## src/rtl/ro_pkg.sv

```systemverilog
// Shared types and defaults for the readout-bus scheduler.
package ro_pkg;

    typedef enum logic [1:0] {
        ST_IDLE  = 2'd0,
        ST_GUARD = 2'd1,
        ST_DRIVE = 2'd2,
        ST_DONE  = 2'd3
    } ro_state_e;

    localparam int RO_NUM_CH = 8;
    localparam int RO_DIV    = 64;

    // Width of a channel index; never below one bit so a single-channel build still has a port.
    function automatic int ro_idx_w(input int n);
        return (n > 1) ? $clog2(n) : 1;
    endfunction

endpackage

```

## src/rtl/ro_divider.sv

```systemverilog
// Frame divider: div_cnt, frame clock, frame-start pulse and frame counter.
module ro_divider
    import ro_pkg::*;
#(
    parameter int DIV = RO_DIV
) (
    input  logic       clk,
    input  logic       rstb,
    input  logic       en,
    output logic       wrap,
    output logic       clk_64,
    output logic       frame_start,
    output logic [7:0] frame_cnt
);
    localparam int            DW   = $clog2(DIV);
    localparam logic [DW-1:0] LAST = DW'(DIV - 1);
    localparam logic [DW-1:0] HALF = DW'(DIV / 2);

    logic [DW-1:0] div_cnt;
    logic [DW-1:0] cnt_nxt;

    // wrap marks the edge that opens a new frame; the scheduler acts on it in the same edge.
    assign wrap    = en && (div_cnt == LAST);
    assign cnt_nxt = (div_cnt == LAST) ? '0 : div_cnt + 1'b1;

    always_ff @(negedge clk or negedge rstb) begin
        if (!rstb) begin
            div_cnt     <= LAST;
            clk_64      <= 1'b0;
            frame_start <= 1'b0;
            frame_cnt   <= '0;
        end else if (!en) begin
            div_cnt     <= LAST;
            clk_64      <= 1'b0;
            frame_start <= 1'b0;
        end else begin
            div_cnt     <= cnt_nxt;
            clk_64      <= (cnt_nxt < HALF);
            frame_start <= (div_cnt == LAST);
            if (div_cnt == LAST)
                frame_cnt <= frame_cnt + 8'd1;
        end
    end

endmodule

```

## src/rtl/ro_scheduler.sv

```systemverilog
// Time-slots the readout channels onto the shared tristate bus with guard gaps between drivers.
module ro_scheduler
    import ro_pkg::*;
#(
    parameter int  NUM_CH = RO_NUM_CH,
    parameter int  DIV    = RO_DIV,
    parameter int  SLOT   = 4,
    parameter int  GUARD  = 1,
    localparam int CH_W   = ro_idx_w(NUM_CH)
) (
    input  logic              clk,
    input  logic              rstb,
    input  logic              en,
    input  logic [NUM_CH-1:0] ch_mask,
    output logic [NUM_CH-1:0] ro_en,
    output logic [CH_W-1:0]   ch_idx,
    output logic              clk_64,
    output logic              frame_start,
    output logic              busy,
    output logic [7:0]        frame_cnt
);
    localparam int            GS_MAX = (GUARD > SLOT) ? GUARD : SLOT;
    localparam int            CW     = $clog2(GS_MAX + 1);
    localparam logic [CW-1:0] G_LOAD = CW'(GUARD - 1);
    localparam logic [CW-1:0] S_LOAD = CW'(SLOT - 1);

    generate
        if (NUM_CH * (GUARD + SLOT) > DIV - 1) begin : g_chk_fit
            $fatal(1, "ro_scheduler: NUM_CH*(GUARD+SLOT) exceeds DIV-1");
        end
        if (DIV < 4 || (DIV % 2) != 0 || GUARD < 1 || SLOT < 1) begin : g_chk_par
            $fatal(1, "ro_scheduler: DIV must be even >= 4, GUARD and SLOT >= 1");
        end
    endgenerate

    logic wrap;

    ro_divider #(.DIV(DIV)) u_div (
        .clk         (clk),
        .rstb        (rstb),
        .en          (en),
        .wrap        (wrap),
        .clk_64      (clk_64),
        .frame_start (frame_start),
        .frame_cnt   (frame_cnt)
    );

    ro_state_e         state, st_nxt;
    logic [CH_W-1:0]   cur_ch, ch_nxt, hit_ch;
    logic [CW-1:0]     cnt, cnt_nxt;
    logic [NUM_CH-1:0] mask_q, srch, ro_en_nxt;
    logic              hit;
    int                lo;

    // At frame start the search runs on the incoming mask, since mask_q is loaded on that same edge.
    always_comb begin
        srch   = wrap ? ch_mask : mask_q;
        lo     = wrap ? 0 : int'(cur_ch) + 1;
        hit    = 1'b0;
        hit_ch = '0;
        for (int i = NUM_CH - 1; i >= 0; i--) begin
            if (srch[i] && i >= lo) begin
                hit    = 1'b1;
                hit_ch = CH_W'(i);
            end
        end
    end

    always_comb begin
        st_nxt  = state;
        ch_nxt  = cur_ch;
        cnt_nxt = cnt;
        if (!en) begin
            st_nxt  = ST_IDLE;
            ch_nxt  = '0;
            cnt_nxt = '0;
        end else if (wrap) begin
            ch_nxt  = hit_ch;
            cnt_nxt = G_LOAD;
            st_nxt  = hit ? ST_GUARD : ST_DONE;
        end else begin
            case (state)
                ST_GUARD: begin
                    if (cnt == '0) begin
                        st_nxt  = ST_DRIVE;
                        cnt_nxt = S_LOAD;
                    end else begin
                        cnt_nxt = cnt - 1'b1;
                    end
                end
                ST_DRIVE: begin
                    if (cnt == '0) begin
                        if (hit) begin
                            st_nxt  = ST_GUARD;
                            ch_nxt  = hit_ch;
                            cnt_nxt = G_LOAD;
                        end else begin
                            st_nxt = ST_DONE;
                        end
                    end else begin
                        cnt_nxt = cnt - 1'b1;
                    end
                end
                default: ;
            endcase
        end
    end

    always_comb begin
        ro_en_nxt = '0;
        if (st_nxt == ST_DRIVE)
            ro_en_nxt[ch_nxt] = 1'b1;
    end

    // Outputs are decoded from the next state and registered, so they never glitch.
    always_ff @(negedge clk or negedge rstb) begin
        if (!rstb) begin
            state  <= ST_IDLE;
            cur_ch <= '0;
            cnt    <= '0;
            mask_q <= '0;
            ro_en  <= '0;
            ch_idx <= '0;
            busy   <= 1'b0;
        end else begin
            state  <= st_nxt;
            cur_ch <= ch_nxt;
            cnt    <= cnt_nxt;
            if (wrap)
                mask_q <= ch_mask;
            ro_en  <= ro_en_nxt;
            ch_idx <= (st_nxt == ST_DRIVE) ? ch_nxt : '0;
            busy   <= (st_nxt == ST_GUARD) || (st_nxt == ST_DRIVE);
        end
    end

`ifndef SYNTHESIS
    a_frame_in_idle: assert property (@(negedge clk) disable iff (!rstb)
        wrap |-> (state == ST_IDLE || state == ST_DONE));
`endif

endmodule

```

## config.mk

```make
export PLATFORM = sky130hd
export DESIGN_NAME = ro_scheduler
export DESIGN_NICKNAME = d
export VERILOG_FILES = /design/src/rtl/ro_pkg.sv /design/src/rtl/ro_divider.sv /design/src/rtl/ro_scheduler.sv
export SDC_FILE = /design/constraint.sdc
export NUM_CORES = 1
export LEC_CHECK = 0
export ABC_AREA = 0
export CORE_AREA = 2 2 91 93
export DETAILED_ROUTE_END_ITERATION = 10
export DIE_AREA = 0 0 93 95
export PLACE_DENSITY = 0.57
export SETUP_SLACK_MARGIN = 0.3
export SLEW_MARGIN = 10
export SYNTH_ARGS = -nofsm -noshare
export SYNTH_HDL_FRONTEND = slang
export SYNTH_HIERARCHICAL = 1
export SYNTH_SLANG_ARGS = --single-unit
```

## constraint.sdc

```tcl
create_clock -name clk -period 5.8 [get_ports clk]
set_clock_uncertainty 0.15 [all_clocks]
set_input_delay 1.16 -clock clk [delete_from_list [all_inputs] [get_ports clk]]
set_output_delay 1.16 -clock clk [all_outputs]
set_load 0.02 [all_outputs]
```

## Word-level counts from Yosys, hierarchy flattened

Cells that the tools add are included.

- Register bits after elaboration: 44
- Output and inout bits: 22
- Word-level logic and storage cells: 90

- Add/subtract/negate cells: 4
- $lt $le $gt $ge: 11
- Equality and inequality tests: 7
- Mux-type cells: 43
- Reductions and logical operators: 14

Operator list:

| operator | number |
|---|---|
| two-way mux 3 bit | 19 |
| >= comparator 3 x 4 -> 1 bit, first input constant | 4 |
| two-way mux 8 bit | 2 |
| two-way mux 6 bit | 2 |
| two-way mux 1 bit | 11 |
| logical AND 1 bit | 10 |
| two-way mux 2 bit | 5 |
| adder 8 x 1 -> 8 bit, second input constant | 1 |
| >= comparator 1 x 4 -> 1 bit, first input constant | 2 |
| >= comparator 2 x 4 -> 1 bit, first input constant | 2 |
| adder 6 x 1 -> 6 bit, second input constant | 1 |
| == test 6 bit, second input constant | 1 |
| less-than comparator 6 bit, second input constant | 1 |
| one-hot mux 3 bit (2 select lines) | 1 |
| inequality test 5 bit, second input constant | 1 |
| adder 3 x 1 -> 4 bit, second input constant | 1 |
| == test 2 x 1 -> 1 bit, second input constant | 2 |
| == test 2 bit, second input constant | 2 |
| less-than comparator 3 x 4 -> 1 bit, second input constant | 1 |
| two-way mux 4 bit | 1 |
| inequality test 4 x 1 -> 1 bit, second input constant | 1 |
| one-hot mux 2 bit (2 select lines) | 1 |
| AND reduction 2 bit | 2 |
| demux 1 bit (select 3 bit) | 1 |
| 4 further kinds | 4 |

## Depth between registers and ports, before layout

- Word-level depth: 23
- Gate-level depth with buffers: 16
- Mapped depth without buffers: 14

## Modules after synthesis

The synthesis kept the hierarchy.

By module, submodules not included:

| module | instances | cells an instance | area an instance (um2) | seq. area each (um2) |
|---|---|---|---|---|
| ro_scheduler | 1 | 151 | 1557.7 | 700.7 |
| ro_divider | 1 | 60 | 725.7 | 407.9 |

==> metrics.cfg <==
[pwr]
power_switching_share_pct = 41.06
seq_power_share_pct = 28.0
p_comb_share_pct = 58.2
leakage_uw = 0.001607
p_int_uw = 1082
vdd_drop_max_v = 0.0002776
pwr_density_cell_nw_per_um2 = 539.2
pwr-share-clk_pct = 13.8
switchingPower_uw = 753.8

[synth]
syn_nets = 230
synth.cell_area_sq_um = 2283
yosys_warnings = 6
synth-seq-cells = 44
ys_types = 60
async_reset_ff_share_pct = 100.0
synth-simple-area-share_pct = 19.01
synth_ff_type = dfrtn_1
yosys-top-cells-area = dfrtn_1, dfstp_2, ha_1
synth_compound_area_share_pct = 15.84
syn_inst = 211
synth_mux_area_share_pct = 3.452
synth_edf_count = 0
yosys.area.top_type_share_pct = 41.64
seq_area_frac_synth_pct = 48.55
synth_top_family_by_area = simple AND/OR/NAND/NOR gates
synthXorXnorAreaFrac_pct = 4.219
synth_area_leader_cell = dfrtn_1
avgSynthCellArea_sq_um = 10.82
synth-adder-area-share_pct = 4.384

[routing]
num_vias = 1820
avgViaCountPerCell = 4.584
drt_iter0_drc = 61
wl_mm = 5.386
drt_pass1_iterations = 4
drcViolationCount = 0
routedWlPerCell_um = 13.57
final_antenna_net_count = 0

[clock_tree]
numCtsBuffers = 5
cts_max_level = 2
clock_latency_ns = 0.35
cts_tree = yes
clk_pin_slew_worst_paths_ns = 0.06
root_buffer = clkbuf_8
cts_hold_buf = 0
cts.sinks = 44
clock_path_buffers = 2

[final_layout]
nets = 310
syn_to_final_growth_pct = 49.10
num-fill-cells = 751
layout_common_cells = dfrtn_1, buf_4, inv_1
final_cells = 397
layout-drive-gt1-share_pct = 35.96
layout_commonest_cell = dfrtn_1
final_util_pct = 42.95
num_antenna_cells = 0

[global_routing]
grt_pass1_vias = 1862
grt_max_degree = 26
gr-usage-all-layers_pct = 13.08
overflow = 0
antenna_found_initial = 0
grt_pass1_wl_mm = 9.011

[sta]
slew_headroom_pct = 47.81
slew_violations = 0
setup_ws_ns = -0.6558
setup_viol = 17
tightest_slew_ns = 0.7773
finalHoldViolations = 0
whs_ns = 0.2829
tns_ns = -6.790
rsz0062_at_grt = yes

[floorplan]
die_area_sq_um = 8835
pin_count = 33
initial_utilization_pct = 28.80
core_sq_um = 7928
die_width_um = 93
die_height_um = 95
num_rows = 33

[outcome]
violations = negative setup slack
outcome = finished with violations

[worst_setup_path]
cp.arrival_ns = 3.71
cp-end-kind = flop
crit_type = input port to flop
reg2reg_depth = 15
crit_path_start_kind = input port
r2r-end = ro_en[2]
r2r_setup_slack_ns = 2.18
worstPathRequired_ns = 3.05
worstPathMaxFanout = 7
timing.rr.start = u_div/div_cnt[0]

[hold_path]
holdPathStages = 1
hold_class = flop to flop
min_from = u_div/frame_cnt[7]
whs_endpoint = u_div/frame_cnt[7]

[job]
cap_violations = 0

[placement]
gp_congestion = 0.7798
dp_hpwl_mm = 3.610
port_buffers = 32
placed_cells = 373

==> state kept, by name (all words and copies together), names as in the netlist <==
signal / flops
ch_idx: 3
u_div/clk_64: 1
busy: 1
ro_en: 8
u_div/div_cnt: 6
state: 2
mask_q: 8
u_div/frame_cnt: 8
cur_ch: 3
u_div/frame_start: 1
cnt: 3
==> power by group through the flow <==
stage	Combinational [uW]	Clock, uW	Sequential [uW]
2_1_floorplan	577	7.48	532
3_3_place_gp	904	7.48	515
3_5_place_dp	913	7.48	515
4_1_cts	1030	263	515
5_1_grt	1170	278	531
6_report	1070	253	515
==> metal layers <==
layer | GRT usage [%] | share of wire [%]
met3 | 2.634 | 2.7
met1 | 16.49 | 44
met5 | 0 | 0
met4 | 3.676 | 0.89
met2 | 22.83 | 52
==> how the worst max path moves through the flow <==
stage	from	depth (start not counted)	slack (ns)	to
detailed placement	en	15	-1.38	ro_en[2]
CTS	en	16	-0.70	ro_en[2]
finish	en	15	-0.66	ro_en[2]
global placement	en	15	-1.31	ro_en[2]
global route	en	15	-0.77	ro_en[2]
floorplan	en	15	-0.88	ro_en[2]
==> critical path, stage by stage <==
cell and delay (ns):
buf_8 0.08, nand3_4 0.06, nor2_4 0.21, buf_12 0.16, mux2_4 0.32, o31ai_4 0.07
a221oi_2 0.10, or3_4 0.39, nand2_2 0.07, a211oi_2 0.06, o32ai_2 0.27, ha_2 0.25
inv_2 0.04, or2_4 0.26, nor4b_4 0.22
==> stage by stage <==
step                worst slack (ns)  power [uW]  cell area, sq um
finish                       -0.6558        1836              3405
global route                 -0.7731        1976              3405
CTS                          -0.7020        1810              3341
detailed placement            -1.379        1436              3032
global placement              -1.307        1427              3032
floorplan                    -0.8760        1116              2387
==> timing repair <==
action,CTS,global route
endpoints found under the setup margin,40,21
buffers inserted,6,3
pin swaps,20,15
gates cloned,2,0
gates resized for setup,47,11
==> synthesized netlist by cell type (2+ instances only) <==
master	number
buf_2	2
dfstp_2	6
a31oi_1	2
nand2b_1	10
nand2_1	20
buf_6	2
nand3_1	4
o21ai_0	5
o31a_1	2
nor3_1	5
o21a_1	2
and2b_1	2
mux2_2	3
nor2b_1	2
inv_1	18
xor2_1	7
dfrtn_1	38
a21oi_1	11
nor2_1	12
o31ai_2	2
nand4_1	3
xnor2_1	4
mux2i_1	3
ha_1	8
a211oi_1	3
==> layout make-up <==
type | instances | area, sq um | area share, %
inverters | 17 | 63.81 | 1.874
clock inverters | 8 | 61.31 | 1.801
flip-flops and latches | 44 | 1109 | 32.56
well taps | 105 | 131.4 | 3.859
repair buffers | 72 | 668.1 | 19.63
multi-input cells | 145 | 1299 | 38.15
clock buffers | 6 | 72.57 | 2.132
==> kinds of logic after synthesis <==
family | count (synthesis)
AO/OA/AOI/OAI | 45
XOR/XNOR | 11
AND/OR/NAND/NOR | 73
buffers and inverters | 23
flip-flops | 44
multiplexers | 7
adder cells (fa/ha/maj) | 8
No activity file was read; power rests on OpenSTA's default activity.
